**src/rtl/imm_ext_pkg.sv**
```systemverilog
// Shared constants and types for the immediate-extension arbiter slice.
package imm_ext_pkg;

    localparam int IMM_W_DEF  = 16;
    localparam int DATA_W_DEF = 32;

    localparam logic [1:0] MODE_SIGN = 2'b00;
    localparam logic [1:0] MODE_ZERO = 2'b01;
    localparam logic [1:0] MODE_LUI  = 2'b10;
    localparam logic [1:0] MODE_ILL  = 2'b11;

    typedef enum logic {
        ST_EMPTY = 1'b0,
        ST_FULL  = 1'b1
    } state_e;

endpackage

```
**src/rtl/imm_ext_unit.sv**
```systemverilog
// Combinational immediate extender: sign, zero, lui, or illegal (zero data, err set).
module imm_ext_unit
    import imm_ext_pkg::*;
#(
    parameter int IMM_W  = IMM_W_DEF,
    parameter int DATA_W = DATA_W_DEF
) (
    input  logic [IMM_W-1:0]  imm_i,
    input  logic [1:0]        mode_i,
    output logic [DATA_W-1:0] data_o,
    output logic              err_o
);

    localparam int EXT_W = DATA_W - IMM_W;

    logic [DATA_W-1:0] zext_s;

    assign zext_s = {{EXT_W{1'b0}}, imm_i};

    // Mode decode into the extended result
    always_comb begin
        data_o = {DATA_W{1'b0}};
        err_o  = 1'b0;
        case (mode_i)
            MODE_SIGN: data_o = {{EXT_W{imm_i[IMM_W-1]}}, imm_i};
            MODE_ZERO: data_o = zext_s;
            MODE_LUI:  data_o = zext_s << IMM_W;
            MODE_ILL: begin
                data_o = {DATA_W{1'b0}};
                err_o  = 1'b1;
            end
            default: begin
                data_o = {DATA_W{1'b0}};
                err_o  = 1'b1;
            end
        endcase
    end

endmodule

```
**src/rtl/imm_ext_arbiter.sv**
```systemverilog
// Round-robin arbiter sharing one immediate extender between two requesters,
// with a single-entry valid/ready result register.
module imm_ext_arbiter
    import imm_ext_pkg::*;
#(
    parameter int IMM_W  = IMM_W_DEF,
    parameter int DATA_W = DATA_W_DEF
) (
    input  logic              clk_i,
    input  logic              rst_i,
    input  logic              req0_valid_i,
    output logic              req0_ready_o,
    input  logic [IMM_W-1:0]  req0_imm_i,
    input  logic [1:0]        req0_mode_i,
    input  logic              req1_valid_i,
    output logic              req1_ready_o,
    input  logic [IMM_W-1:0]  req1_imm_i,
    input  logic [1:0]        req1_mode_i,
    output logic              rsp_valid_o,
    input  logic              rsp_ready_i,
    output logic [DATA_W-1:0] rsp_data_o,
    output logic              rsp_id_o,
    output logic              rsp_err_o
);

    state_e            state_q, state_d;
    logic              last_grant_q, last_grant_d;
    logic [DATA_W-1:0] rsp_data_q, rsp_data_d;
    logic              rsp_id_q, rsp_id_d;
    logic              rsp_err_q, rsp_err_d;

    logic              grant0_s, grant1_s;
    logic              slot_free_s;
    logic              accept0_s, accept1_s;
    logic [IMM_W-1:0]  sel_imm_s;
    logic [1:0]        sel_mode_s;
    logic [DATA_W-1:0] ext_data_s;
    logic              ext_err_s;

    // Round-robin grant: on a tie the port that did not win last time goes
    always_comb begin
        grant0_s = 1'b0;
        grant1_s = 1'b0;
        if (req0_valid_i && req1_valid_i) begin
            grant0_s = last_grant_q;
            grant1_s = ~last_grant_q;
        end else begin
            grant0_s = req0_valid_i;
            grant1_s = req1_valid_i;
        end
    end

    // Readies stay low during reset so nothing is taken while state is cleared
    assign slot_free_s  = ~rst_i & ((state_q == ST_EMPTY) | rsp_ready_i);
    assign req0_ready_o = slot_free_s & grant0_s;
    assign req1_ready_o = slot_free_s & grant1_s;
    assign accept0_s    = req0_valid_i & req0_ready_o;
    assign accept1_s    = req1_valid_i & req1_ready_o;

    assign sel_imm_s  = grant1_s ? req1_imm_i  : req0_imm_i;
    assign sel_mode_s = grant1_s ? req1_mode_i : req0_mode_i;

    imm_ext_unit #(
        .IMM_W  (IMM_W),
        .DATA_W (DATA_W)
    ) u_ext (
        .imm_i  (sel_imm_s),
        .mode_i (sel_mode_s),
        .data_o (ext_data_s),
        .err_o  (ext_err_s)
    );

    // Next-state for the result slot, its payload and the fairness pointer
    always_comb begin
        state_d      = state_q;
        last_grant_d = last_grant_q;
        rsp_data_d   = rsp_data_q;
        rsp_id_d     = rsp_id_q;
        rsp_err_d    = rsp_err_q;
        if (accept0_s || accept1_s) begin
            state_d      = ST_FULL;
            last_grant_d = accept1_s;
            rsp_data_d   = ext_data_s;
            rsp_id_d     = accept1_s;
            rsp_err_d    = ext_err_s;
        end else if ((state_q == ST_FULL) && rsp_ready_i) begin
            state_d = ST_EMPTY;
        end else begin
            state_d = state_q;
        end
    end

    // State and result register
    always_ff @(posedge clk_i) begin
        if (rst_i) begin
            state_q      <= ST_EMPTY;
            last_grant_q <= 1'b1;
            rsp_data_q   <= {DATA_W{1'b0}};
            rsp_id_q     <= 1'b0;
            rsp_err_q    <= 1'b0;
        end else begin
            state_q      <= state_d;
            last_grant_q <= last_grant_d;
            rsp_data_q   <= rsp_data_d;
            rsp_id_q     <= rsp_id_d;
            rsp_err_q    <= rsp_err_d;
        end
    end

    assign rsp_valid_o = (state_q == ST_FULL);
    assign rsp_data_o  = rsp_data_q;
    assign rsp_id_o    = rsp_id_q;
    assign rsp_err_o   = rsp_err_q;

endmodule

```
**config.mk**
```make
export PLATFORM = sky130hd
export DESIGN_NAME = imm_ext_arbiter
export DESIGN_NICKNAME = d
export VERILOG_FILES = /design/src/rtl/imm_ext_pkg.sv /design/src/rtl/imm_ext_unit.sv /design/src/rtl/imm_ext_arbiter.sv
export SDC_FILE = /design/constraint.sdc
export NUM_CORES = 1
export LEC_CHECK = 0
export BUFFER_PORTS_ARGS = -buffer_cell sky130_fd_sc_hd__buf_2
export CORE_ASPECT_RATIO = 0.75
export CORE_MARGIN = 5
export CORE_UTILIZATION = 30
export CTS_CLUSTER_DIAMETER = 80
export CTS_CLUSTER_SIZE = 25
export DETAILED_ROUTE_END_ITERATION = 10
export SLEW_MARGIN = 30
export SYNTH_ARGS = -nofsm -noshare
export SYNTH_HDL_FRONTEND = slang
export SYNTH_HIERARCHICAL = 1
export SYNTH_SLANG_ARGS = --single-unit
```
**constraint.sdc**
```tcl
create_clock -name clk_i -period 1.8 [get_ports clk_i]
set_input_delay 0.36 -clock clk_i [delete_from_list [all_inputs] [get_ports clk_i]]
set_output_delay 0.36 -clock clk_i [all_outputs]
set_load 0.01 [all_outputs]
```
After elaboration in Yosys (flattened, before gate mapping) --
Index checks and enable logic that the tools add are counted. W data, S select, Z words.
Storage, ports and cells: register bits 36, input port bits 41, logic and storage cells 30, output and inout port bits 37
Operators by class: eq/ne operators 3, bitwise operators 9, muxes and demuxes 8, reductions and logical operators 5
Operator list (number):
- $pmux W32 S4 | 1
- $mux W16 | 1
- $and A1 B1 Y1 | 5
- $mux W1 | 5
- $eq A2 B2 Y1 const B | 2
- $not A1 Y1 | 3
- $eq A2 B1 Y1 const B | 1
- $logic_and A1 B1 Y1 | 2
- $logic_not A2 Y1 | 1
- $mux W2 | 1
- $reduce_bool A2 Y1 | 1
- $logic_or A1 B1 Y1 | 1
- $or A1 B1 Y1 | 1

Depth between registers and ports, before layout --
Gate-level depths: netlist (run 1).
depth in word-level cells 7, gate-level depth with buffers 9

Modules after synthesis --
Netlist (run 1), hierarchy kept.
Modules (own cells, without submodules):
- imm_ext_arbiter | area each 1770.4 um^2, cells an instance 194, times used 1, seq. area each 720.7 um^2
- imm_ext_unit | area each 336.6 um^2, cells an instance 56, times used 1, seq. area each 0.0 um^2

Worst setup path after synthesis (run 1) --
No wires, ideal clock.
kind in2reg, start input port req1_valid_i, end register rsp_data_q[19] (netlist: rsp_data_o[19]), required time 1.740 ns, stages 9, setup slack 0.053 ns, setup time 0.060 ns, arrival 1.687 ns, path buffers 3, cells stage by stage a21boi_2 -> buf_6 -> mux2_2 -> nand2b_4 -> buf_6 -> buf_6 -> a21oi_2 -> nand4_1 -> nand2_1
On the way: cells in the longest elaborated chain, start to end 5, elaborated cells on any way between the ends 15, those cells by class 3 x eq/ne; 5 x mux; 4 x bitwise; 3 x reduce/logical
RTL lines:
- start: declaration | RTL line imm_ext_arbiter.sv:15 | input logic req1_valid_i,
- $logic_and A1 B1 Y1 | RTL line imm_ext_arbiter.sv:44 | if (req0_valid_i && req1_valid_i) begin
- $mux W1 (*) | RTL line imm_ext_arbiter.sv:44
- $mux W2 (*) | RTL line imm_ext_arbiter.sv:61 | assign sel_mode_s = grant1_s ? req1_mode_i : req0_mode_i;
- via sel_mode_s[1] | RTL line imm_ext_arbiter.sv:36 | logic [1:0] sel_mode_s;
- $eq A2 B2 Y1, or another cell as far along | RTL line imm_ext_unit.sv:24 | case (mode_i)
- $pmux W32 S4 (*) | RTL line imm_ext_unit.sv:24
- via ext_data_s[19] | RTL line imm_ext_arbiter.sv:37 | logic [DATA_W-1:0] ext_data_s;
- end signal: assignment | RTL line imm_ext_arbiter.sv:98 | rsp_data_q <= {DATA_W{1'b0}};
- end signal: assignment | RTL line imm_ext_arbiter.sv:104 | rsp_data_q <= rsp_data_d;
- end: declaration | RTL line imm_ext_arbiter.sv:28 | logic [DATA_W-1:0] rsp_data_q, rsp_data_d;
Mark *: on every way through the listed nets, which the timed path passes. The rest lies on a longest branch. A chain may end at the register's enable or synchronous reset.

Worst setup path in the final report (run 1) --
start register last_grant_q, end register rsp_data_q[25] (netlist: rsp_data_o[25])
On the way: elaborated cells on any way between the ends 15, those cells by class 3 x eq/ne; 5 x mux; 5 x bitwise; 2 x reduce/logical
RTL lines:
- start: declaration | RTL line imm_ext_arbiter.sv:27 | logic last_grant_q, last_grant_d;
- start signal: assignment | RTL line imm_ext_arbiter.sv:103 | last_grant_q <= last_grant_d;
- $not A1 Y1 | RTL line imm_ext_arbiter.sv:46 | grant1_s = ~last_grant_q;
- $mux W1 | RTL line imm_ext_arbiter.sv:44
- $mux W16 | RTL line imm_ext_arbiter.sv:60 | assign sel_imm_s = grant1_s ? req1_imm_i : req0_imm_i;
- via sel_imm_s[15] | RTL line imm_ext_arbiter.sv:35 | logic [IMM_W-1:0] sel_imm_s;
- $pmux W32 S4 | RTL line imm_ext_unit.sv:24
- via ext_data_s[25] | RTL line imm_ext_arbiter.sv:37
The timed path passes the listed nets, and every way through them passes these cells.

==> impl_metrics.ini, run 1 <==
[yosys]
ys_types = 25
ys_seq_elements = 36
yosysTopAreaCell = dfxtp_1
synthesis.nets = 291
synth.area.top_cells = dfxtp_1 (34%), o211ai_1 (12%), nand4_1 (9.8%), mux2_2 (9.1%), nand2_1 (8.7%)
synth_area_per_cell_um2 = 8.43
synth_area_um2 = 2110
seq_area_frac_synth_pct = 34.2
yosys_warnings = 6
syn_inst = 250
synth_top_area_share_pct = 34.2

[setup_path]
critPathKind = reg2reg
r2r_cells = 7
reg2reg_from = last_grant_q
arrival_ps = 1790
worst_setup_path_end_kind = flop
crit_path_start = last_grant_q
cp.required_ps = 1980
reg2reg_setup_slack_ps = 180
cp-endpoint = rsp_data_o[25]
crit_fanout = 16
start_kind = flop
regToRegEndpoint = rsp_data_o[25]

[grt]
grt_use_met3_pct = 5.83
grt_use_met2_pct = 20.0
grtUsageTotal_pct = 14.5
grt_first_pass_wirelength_um = 10100
use_met1_pct = 20.6
grt_pass1_vias = 1955
grt_max_degree = 36
grt-ovfl-total = 0
top_usage_layer = met1
antenna_found_initial = 0

[power_and_ir_drop]
power_density_nw_per_um2 = 734
power_mw = 1.89
vdd_drop_max_mv = 0.343
leakagePower_nw = 1.25

[cts]
cts_buffers = 5
cts_root_buf = clkbuf_8
tritoncts = done
cts-hold-fix-buffers = 0
cts_setup_buffers = 0
cts_resized = 0
path_clk_slew_ps = 70
cts.path.max_buffers = 2
clock-sinks = 36
insertion_delay_ps = 280
htree_levels = 2

[sta]
rsz0062_at_grt = false
fin_worst_skew_ps = 4.76
finalSetupViolCount = 0
period_share_pct = 89.9
max_freq_mhz = 618
max_slew_margin_pct = 76.0
worst_pin_slew_ps = 360
slew_viol_final = 0
final.min_clock_period_ps = 1620
tns_ps = 0
hold_violations = 0

[min_path]
hp-class = in2reg
holdPathStages = 2

[finish]
syn2layout_area_growth_pct = 22.4
diodes = 0
final_nets = 358
postLayoutCellArea_um2 = 2580
fill_cells = 743
fin_util_pct = 37.7
drive_gt1_share_pct = 40.7

[die]
fp.dieH_um = 82.6
die_x_um = 107
start_util_pct = 30.8
ioPinCount = 78
die_area_um2 = 8820
coreArea_um2 = 6830
rows = 26

[detailed_routing]
antenna_left = 0
post_drt_via_cell_ratio = 5.12
drc = 0
drt-initial-drc-count = 146
routed_wl_um = 6270
firstDrtPassIters = 4
num_vias = 2052
wl_per_cell_um = 15.6

[place]
placed_area_um2 = 2500
routabilityCongestion = 0.750
dp_hpwl_um = 4520
io_buffers = 77

[run]
maxCapViolCount = 0

[run_status]
status = complete, no violations
routing by layer:
metal,vias up,wire [µm]
li1,1037,-
met1,940,3080
met2,73,2510
met3,2,658
met4,0,23
met5,-,0
worst max-delay path: stages, from the launching register on:
cell and delay, ps:
dfxtp_1 330, a21boi_2 170, buf_4 160, mux2_2 370
nand2b_4 220, a21oi_1 120, nand4_1 90, nand2_1 50
cells in the mapped netlist:
cell type	count
buf_6	9
o311ai_0	1
mux2_2	17
mux2_4	1
and2_1	1
nand2_1	49
nand2b_1	1
nor2b_1	17
a21oi_1	8
nand4_1	33
buf_2	14
o21ai_0	3
clkbuf_1	4
nor3_1	1
buf_4	4
a21boi_2	1
o211ai_1	33
nor2_2	1
nand2b_4	1
dfxtp_1	36
and3_1	1
inv_2	1
inv_1	3
or2_1	1
a21oi_2	9
per-stage QoR:
step | hold WS [ps] | std cells | worst slack [ps]
after global routing | 289 | 401 | 75.3
after detailed placement | 471 | 394 | -1.33
after global placement | 461 | 394 | -0.162
final | 284 | 401 | 182
after floorplan | 429 | 250 | 53.0
after CTS | 279 | 401 | 173
cells in the final DEF (no fill, tap or decap), types with 3 or more instances in the layout:
cell type and instances:
buf_2 77, nand2_1 49, dfxtp_1 36, nand4_1 33
o211ai_1 33, mux2_2 17, nor2b_1 16, buf_4 13
a21oi_2 9, a21oi_1 8, clkbuf_8 5, inv_1 3
o21ai_0 3
sequential cells by signal, summed over array words and instances, names as in the netlist:
register / cells
rsp_data_o: 32
rsp_valid_o: 1
last_grant_q: 1
rsp_err_o: 1
rsp_id_o: 1
cell families after synthesis:
kind of cell / Yosys count / synth area share, %
AOI/OAI and AO/OA: 55 / 19.1
buffers and inverters: 35 / 11.0
DFF: 36 / 34.2
muxes: 18 / 9.80
and+or+nand+nor: 106 / 26.0
worst min-delay path by stage:
stage / from / endpoint / slack, ps
after CTS: rst_i / rsp_id_o / 280
after floorplan: rst_i / rsp_id_o / 430
after global placement: rsp_id_o / rsp_id_o / 460
after detailed placement: rsp_id_o / rsp_id_o / 470
final: rst_i / rsp_id_o / 280
after global routing: rst_i / rsp_id_o / 290
final cells by class:
class,count,area (µm²),area share [%]
multi-input combinational,179,1160,44.9
inverter,4,15.0,0.582
tap,84,105,4.08
clock inverter,1,5.00,0.194
clock buffer,6,72.6,2.81
sequential,36,721,27.9
timing repair buffer,91,503,19.5
report_power, final:
part | switching [mW] | internal (mW)
Sequential | 0.0269 | 0.848
Combinational | 0.273 | 0.203
Clock | 0.280 | 0.263
(Power assumes the default switching activity.)
==> inputs of run 2 (changes only) <==
--- a/config.mk
+++ b/config.mk
@@ -8,10 +8,11 @@
 export BUFFER_PORTS_ARGS = -buffer_cell sky130_fd_sc_hd__buf_2
 export CORE_ASPECT_RATIO = 0.75
 export CORE_MARGIN = 5
-export CORE_UTILIZATION = 30
+export CORE_UTILIZATION = 44
 export CTS_CLUSTER_DIAMETER = 80
 export CTS_CLUSTER_SIZE = 25
 export DETAILED_ROUTE_END_ITERATION = 10
+export PLACE_DENSITY = 0.75
 export SLEW_MARGIN = 30
 export SYNTH_ARGS = -nofsm -noshare
 export SYNTH_HDL_FRONTEND = slang
==> constraint.sdc (replaced) <==
create_clock -name clk_i -period 1.8 [get_ports clk_i]
set_input_delay 0.18 -clock clk_i [delete_from_list [all_inputs] [get_ports clk_i]]
set_output_delay 0.18 -clock clk_i [all_outputs]
set_load 0.01 [all_outputs]
==> run 2 against run 1 <==
First-iteration DRC count shrank 14%. Utilization grew 18 points. Die area is 29% lower. Final area is 1.4% lower. Via count is 0.58% higher. Sequential power about the same. Non-clock buffer count down 5. Global-route usage grew 3.9 points. Setup slack worse by 56 ps. Largest cell class unchanged.
==> impl_metrics.ini, run 2 (synthesis results as in run 1) <==
[run_status]
status = complete, no violations

[sta]
finalSetupViolCount = 0
max_slew_margin_pct = 64.7
slew_viol_final = 0
tns_ps = 0
final.min_clock_period_ps = 1670
fin_ws_ps = 126
rsz0062_at_grt = false
worst_pin_slew_ps = 530
period_share_pct = 93.0
hold_violations = 0
max_freq_mhz = 598
fin_worst_skew_ps = 4.68

[detailed_routing]
post_drt_via_cell_ratio = 5.58
drt-initial-drc-count = 125
num_vias = 2064
firstDrtPassIters = 4
routed_wl_um = 5760
wl_per_cell_um = 15.6
antenna_left = 0
drc = 0

[min_path]
hp-class = in2reg
min_from = rst_i

[place]
routabilityCongestion = 0.873
pre_cts_slack_ps = 91.1
dp_hpwl_um = 4080
io_buffers = 77

[finish]
diodes = 0
syn2layout_area_growth_pct = 20.7
fill_cells = 439
drive_gt1_share_pct = 39.6
layout_commonest_cell = buf_2
largest_reg_flops = 32
mostFrequentLayoutCells = buf_2 (77), nand2_1 (49), dfxtp_1 (36), nand4_1 (33), o211ai_1 (33)
final_nets = 353

[die]
die_x_um = 89.9
start_util_pct = 46.4
rows = 21
fp.dieH_um = 69.9
ioPinCount = 78
die_area_um2 = 6290
coreArea_um2 = 4550

[power_and_ir_drop]
power_mw = 1.94
p_seq_share_pct = 45.0
share_comb_of_total_power_pct = 23.9
clkPwrFrac_pct = 31.1
vdd_drop_max_mv = 0.506
leakagePower_nw = 1.24
power_density_nw_per_um2 = 764
switching_share_pct = 30.1
intPower_mw = 1.36
switchingPower_mw = 0.585

[grt]
grtUsageTotal_pct = 18.4
grt_pass1_vias = 1902
grt-ovfl-total = 0
antenna_found_initial = 0
grt_first_pass_wirelength_um = 9620
grt_max_degree = 44

[setup_path]
start_kind = flop
crit_buf_inv = 1
critical_path.max_stage_delay_ps = 490
worstPathCellList = a21boi_4 -> buf_12 -> mux2_2 -> and2_1 -> nand4_1 -> nand2_1
cp.required_ps = 1990
crit_fanout = 17
crit_path_start = last_grant_q
critPathSlowestCell = mux2_2
cp_top_family = multiplexers
critPathKind = reg2reg
arrival_ps = 1860
worst_setup_path_end_kind = flop
reg2reg_from = last_grant_q

[run]
maxCapViolCount = 0

[cts]
cts.path.max_buffers = 2
clock-sinks = 36
cts_setup_buffers = 0
htree_levels = 2
cts_buffers = 5
path_clk_slew_ps = 70
cts_root_buf = clkbuf_8
insertion_delay_ps = 300
cts-hold-fix-buffers = 0
tritoncts = done
## run 2: cell count changes in the layout (fill, tap and decap cells not counted)
cell / delta
buf_12: +1
a21boi_4: +1
buf_4: -7
buf_6: +1
clkbuf_8: +1
a21boi_2: -1
clkbuf_1: +1
clkinv_2: -1
## run 2: layer usage
layer,track usage [%],part of all wire (%),vias to the layer above
met5,0,0,-
met4,4.46,0.75,0
met3,7.30,8.0,7
met2,26.5,44,75
met1,25.5,47,959
li1,-,-,1023
## run 2: what timing repair did
item / CTS / global route
setup endpoints to repair: 0 / 1
resized for setup: 0 / 2
hold endpoints to repair: 0 / 0
## run 2: cell type report
| cell class | count | area, µm² | area share (%) |
|---|---|---|---|
| well taps | 57 | 71.3 | 2.80 |
| inverters | 4 | 15.0 | 0.590 |
| flip-flops and latches | 36 | 721 | 28.3 |
| clock buffers | 8 | 90.1 | 3.54 |
| repair buffers | 86 | 482 | 18.9 |
| multi-input cells | 179 | 1160 | 45.8 |
## run 2: power by group through the flow
stage / Clock [mW] / Sequential [mW] / Combinational, mW
global route: 0.653 / 0.881 / 0.511
detailed placement: 0 / 0.893 / 0.459
CTS: 0.619 / 0.875 / 0.462
finish: 0.604 / 0.875 / 0.464
floorplan: 0 / 0.915 / 0.301
global placement: 0 / 0.892 / 0.452
## run 2: path summary, 6_finish.rpt
kind,endpoint,cells past startpoint,slack (ps)
max,rsp_err_o,6,130
min reg2reg,rsp_id_o,2,480
max reg2reg,rsp_err_o,6,130
min,rsp_valid_o,2,80
## run 2: metrics by stage
stage	util, %	cells	area (µm²)	hold slack [ps]
after floorplan	-	250	2110	249
after global placement	53.7	362	2440	397
after detailed placement	53.7	362	2440	395
after CTS	55.7	370	2530	78.2
after global routing	56.0	370	2540	83.8
final	56.0	370	2540	83.4
==> inputs of run 3 (changes only) <==
--- a/config.mk
+++ b/config.mk
@@ -12,6 +12,7 @@
 export CTS_CLUSTER_DIAMETER = 80
 export CTS_CLUSTER_SIZE = 25
 export DETAILED_ROUTE_END_ITERATION = 10
+export GPL_TIMING_DRIVEN = 0
 export PLACE_DENSITY = 0.75
 export SLEW_MARGIN = 30
 export SYNTH_ARGS = -nofsm -noshare
==> constraint.sdc (replaced) <==
create_clock -name clk_i -period 1.8 [get_ports clk_i]
set_input_delay 0.27 -clock clk_i [delete_from_list [all_inputs] [get_ports clk_i]]
set_output_delay 0.27 -clock clk_i [all_outputs]
set_load 0.01 [all_outputs]
==> run 3 against run 2 <==
Critical path depth increased by 3. Clock skew increased by 0.51 ps. Cell count increased by 6.2%. Non-clock buffer count increased by 23. Clock power decreased by 1%. Via count increased by 1.8%. Combinational power increased by 12%. Sequential power about the same. Clock-buffer cell count decreased by 2. First-iteration DRC count increased by 21%. Die area unchanged. Setup slack got worse by 48 ps. Largest cell class unchanged.
==> impl_metrics.ini, run 3 (synthesis results as in run 1) <==
[cts]
cts_buffers = 5
cts.path.max_buffers = 2
path_clk_slew_ps = 70
tritoncts = done
insertion_delay_ps = 290
clock-sinks = 36
cts_root_buf = clkbuf_8
htree_levels = 2
cts-hold-fix-buffers = 0

[run_status]
status = complete, no violations

[power_and_ir_drop]
power_mw = 1.99
p_seq_share_pct = 43.9
switching_share_pct = 30.3
share_comb_of_total_power_pct = 26.1
vdd_drop_max_mv = 0.405
leakagePower_nw = 1.35
intPower_mw = 1.39
switchingPower_mw = 0.603
power_density_nw_per_um2 = 735
clkPwrFrac_pct = 30.0

[finish]
largest_reg_flops = 32
final_nets = 376
mostFrequentLayoutCells = buf_2 (89), nand2_1 (49), dfxtp_1 (35), nand4_1 (33), o211ai_1 (33)
syn2layout_area_growth_pct = 28.7
fin_util_pct = 59.6
drive_gt1_share_pct = 43.2
diodes = 0
fin_cells = 393
fill_cells = 434
layout_commonest_cell = buf_2
postLayoutCellArea_um2 = 2710

[min_path]
holdPathStages = 2
min_from = rst_i
min_to = rsp_id_o
hp-class = in2reg

[grt]
grtUsageTotal_pct = 18.5
grt_first_pass_wirelength_um = 9760
grt_pass1_vias = 1980
grt-ovfl-total = 0
grt_max_degree = 18
antenna_found_initial = 0

[place]
io_buffers = 77
routabilityCongestion = 0.941
dp_hpwl_um = 4570
placed_area_um2 = 2560
dp_cells = 384

[detailed_routing]
antenna_left = 0
firstDrtPassIters = 5
post_drt_via_cell_ratio = 5.35
num_vias = 2101
drt-initial-drc-count = 151
drc = 0
routed_wl_um = 5980
wl_per_cell_um = 15.2

[die]
coreArea_um2 = 4550
start_util_pct = 46.4
die_area_um2 = 6290
rows = 21
ioPinCount = 78
fp.dieH_um = 69.9
die_x_um = 89.9

[setup_path]
worst_setup_path_end_kind = flop
arrival_ps = 1910
critPathKind = reg2reg
reg2reg_setup_slack_ps = 80
r2r_cells = 9
cp.required_ps = 1990
start_kind = flop
regToRegEndpoint = rsp_data_o[30]
crit_fanout = 8
reg2reg_from = last_grant_q

[sta]
worst_pin_slew_ps = 481
hold_violations = 0
finalSetupViolCount = 0
fin_worst_skew_ps = 5.19
final.min_clock_period_ps = 1720
max_slew_margin_pct = 67.9
period_share_pct = 95.6
max_freq_mhz = 581
holdWs_ps = 206
rsz0062_at_grt = false
slew_viol_final = 0

[run]
maxCapViolCount = 0
[run 3: cell types whose count changed in the layout (fill, tap and decap cells not counted), sizes merged]
cell    delta
clkbuf     +3
buf       +18
clkinv     +2
[run 3: per-layer routing]
metal,global-route usage [%],up-vias,part of all wire [%]
met4,4.79,0,0.87
met1,27.1,939,49
li1,-,1068,-
met3,5.04,7,8.1
met2,26.7,87,42
met5,0,-,0
[run 3: power by group through the flow]
stage | Combinational (mW) | Clock (mW) | Sequential [mW]
final | 0.520 | 0.597 | 0.874
after global routing | 0.571 | 0.637 | 0.880
after floorplan | 0.301 | 0 | 0.915
after global placement | 0.488 | 0 | 0.891
after detailed placement | 0.495 | 0 | 0.892
after CTS | 0.504 | 0.610 | 0.874
[run 3: worst max path at each step]
| stage | from | depth (start not counted) | slack [ps] | end |
|---|---|---|---|---|
| 5_1_grt | last_grant_q | 9 | 9 | rsp_data_o[23] |
| 4_1_cts | last_grant_q | 9 | 2 | rsp_data_o[23] |
| 6_report | last_grant_q | 9 | 80 | rsp_data_o[30] |
| 2_1_floorplan | last_grant_q | 9 | 120 | rsp_data_o[19] |
| 3_3_place_gp | req1_valid_i | 10 | -200 | rsp_data_o[23] |
| 3_5_place_dp | req0_valid_i | 10 | -200 | rsp_data_o[23] |
[run 3: per-stage QoR]
step                      TNS (ps)  worst slack (ps)
after floorplan                  0               117
after global placement       -1650              -196
after detailed placement     -1810              -201
after CTS                        0              1.80
after global routing             0              9.25
final                            0              78.7
[run 3: layout make-up]
class	instances	area (µm²)	share of cell area, %
plain buffers	28	204	7.52
clock buffers	6	82.6	3.05
clock inverters	2	10.0	0.369
inverters	4	15.0	0.554
multi-input cells	179	1170	43.3
flip-flops and latches	36	722	26.6
well taps	57	71.3	2.63
repair buffers	81	433	16.0
[run 3: repair_timing]
item / CTS / global route
pin swaps: 1 / 3
buffers inserted: 2 / 1
gates resized for setup: 2 / 4
endpoints found under the setup margin: 11 / 17
gates cloned: 0 / 1
[run 3: critical path, stage by stage, from the launching register on]
cell and delay [ps]:
dfxtp_2 340, a21boi_2 170, buf_6 130, buf_4 90
mux2_2 360, nand2b_4 150, clkbuf_16 170, a21oi_2 50
nand4_1 100, nand2_1 50
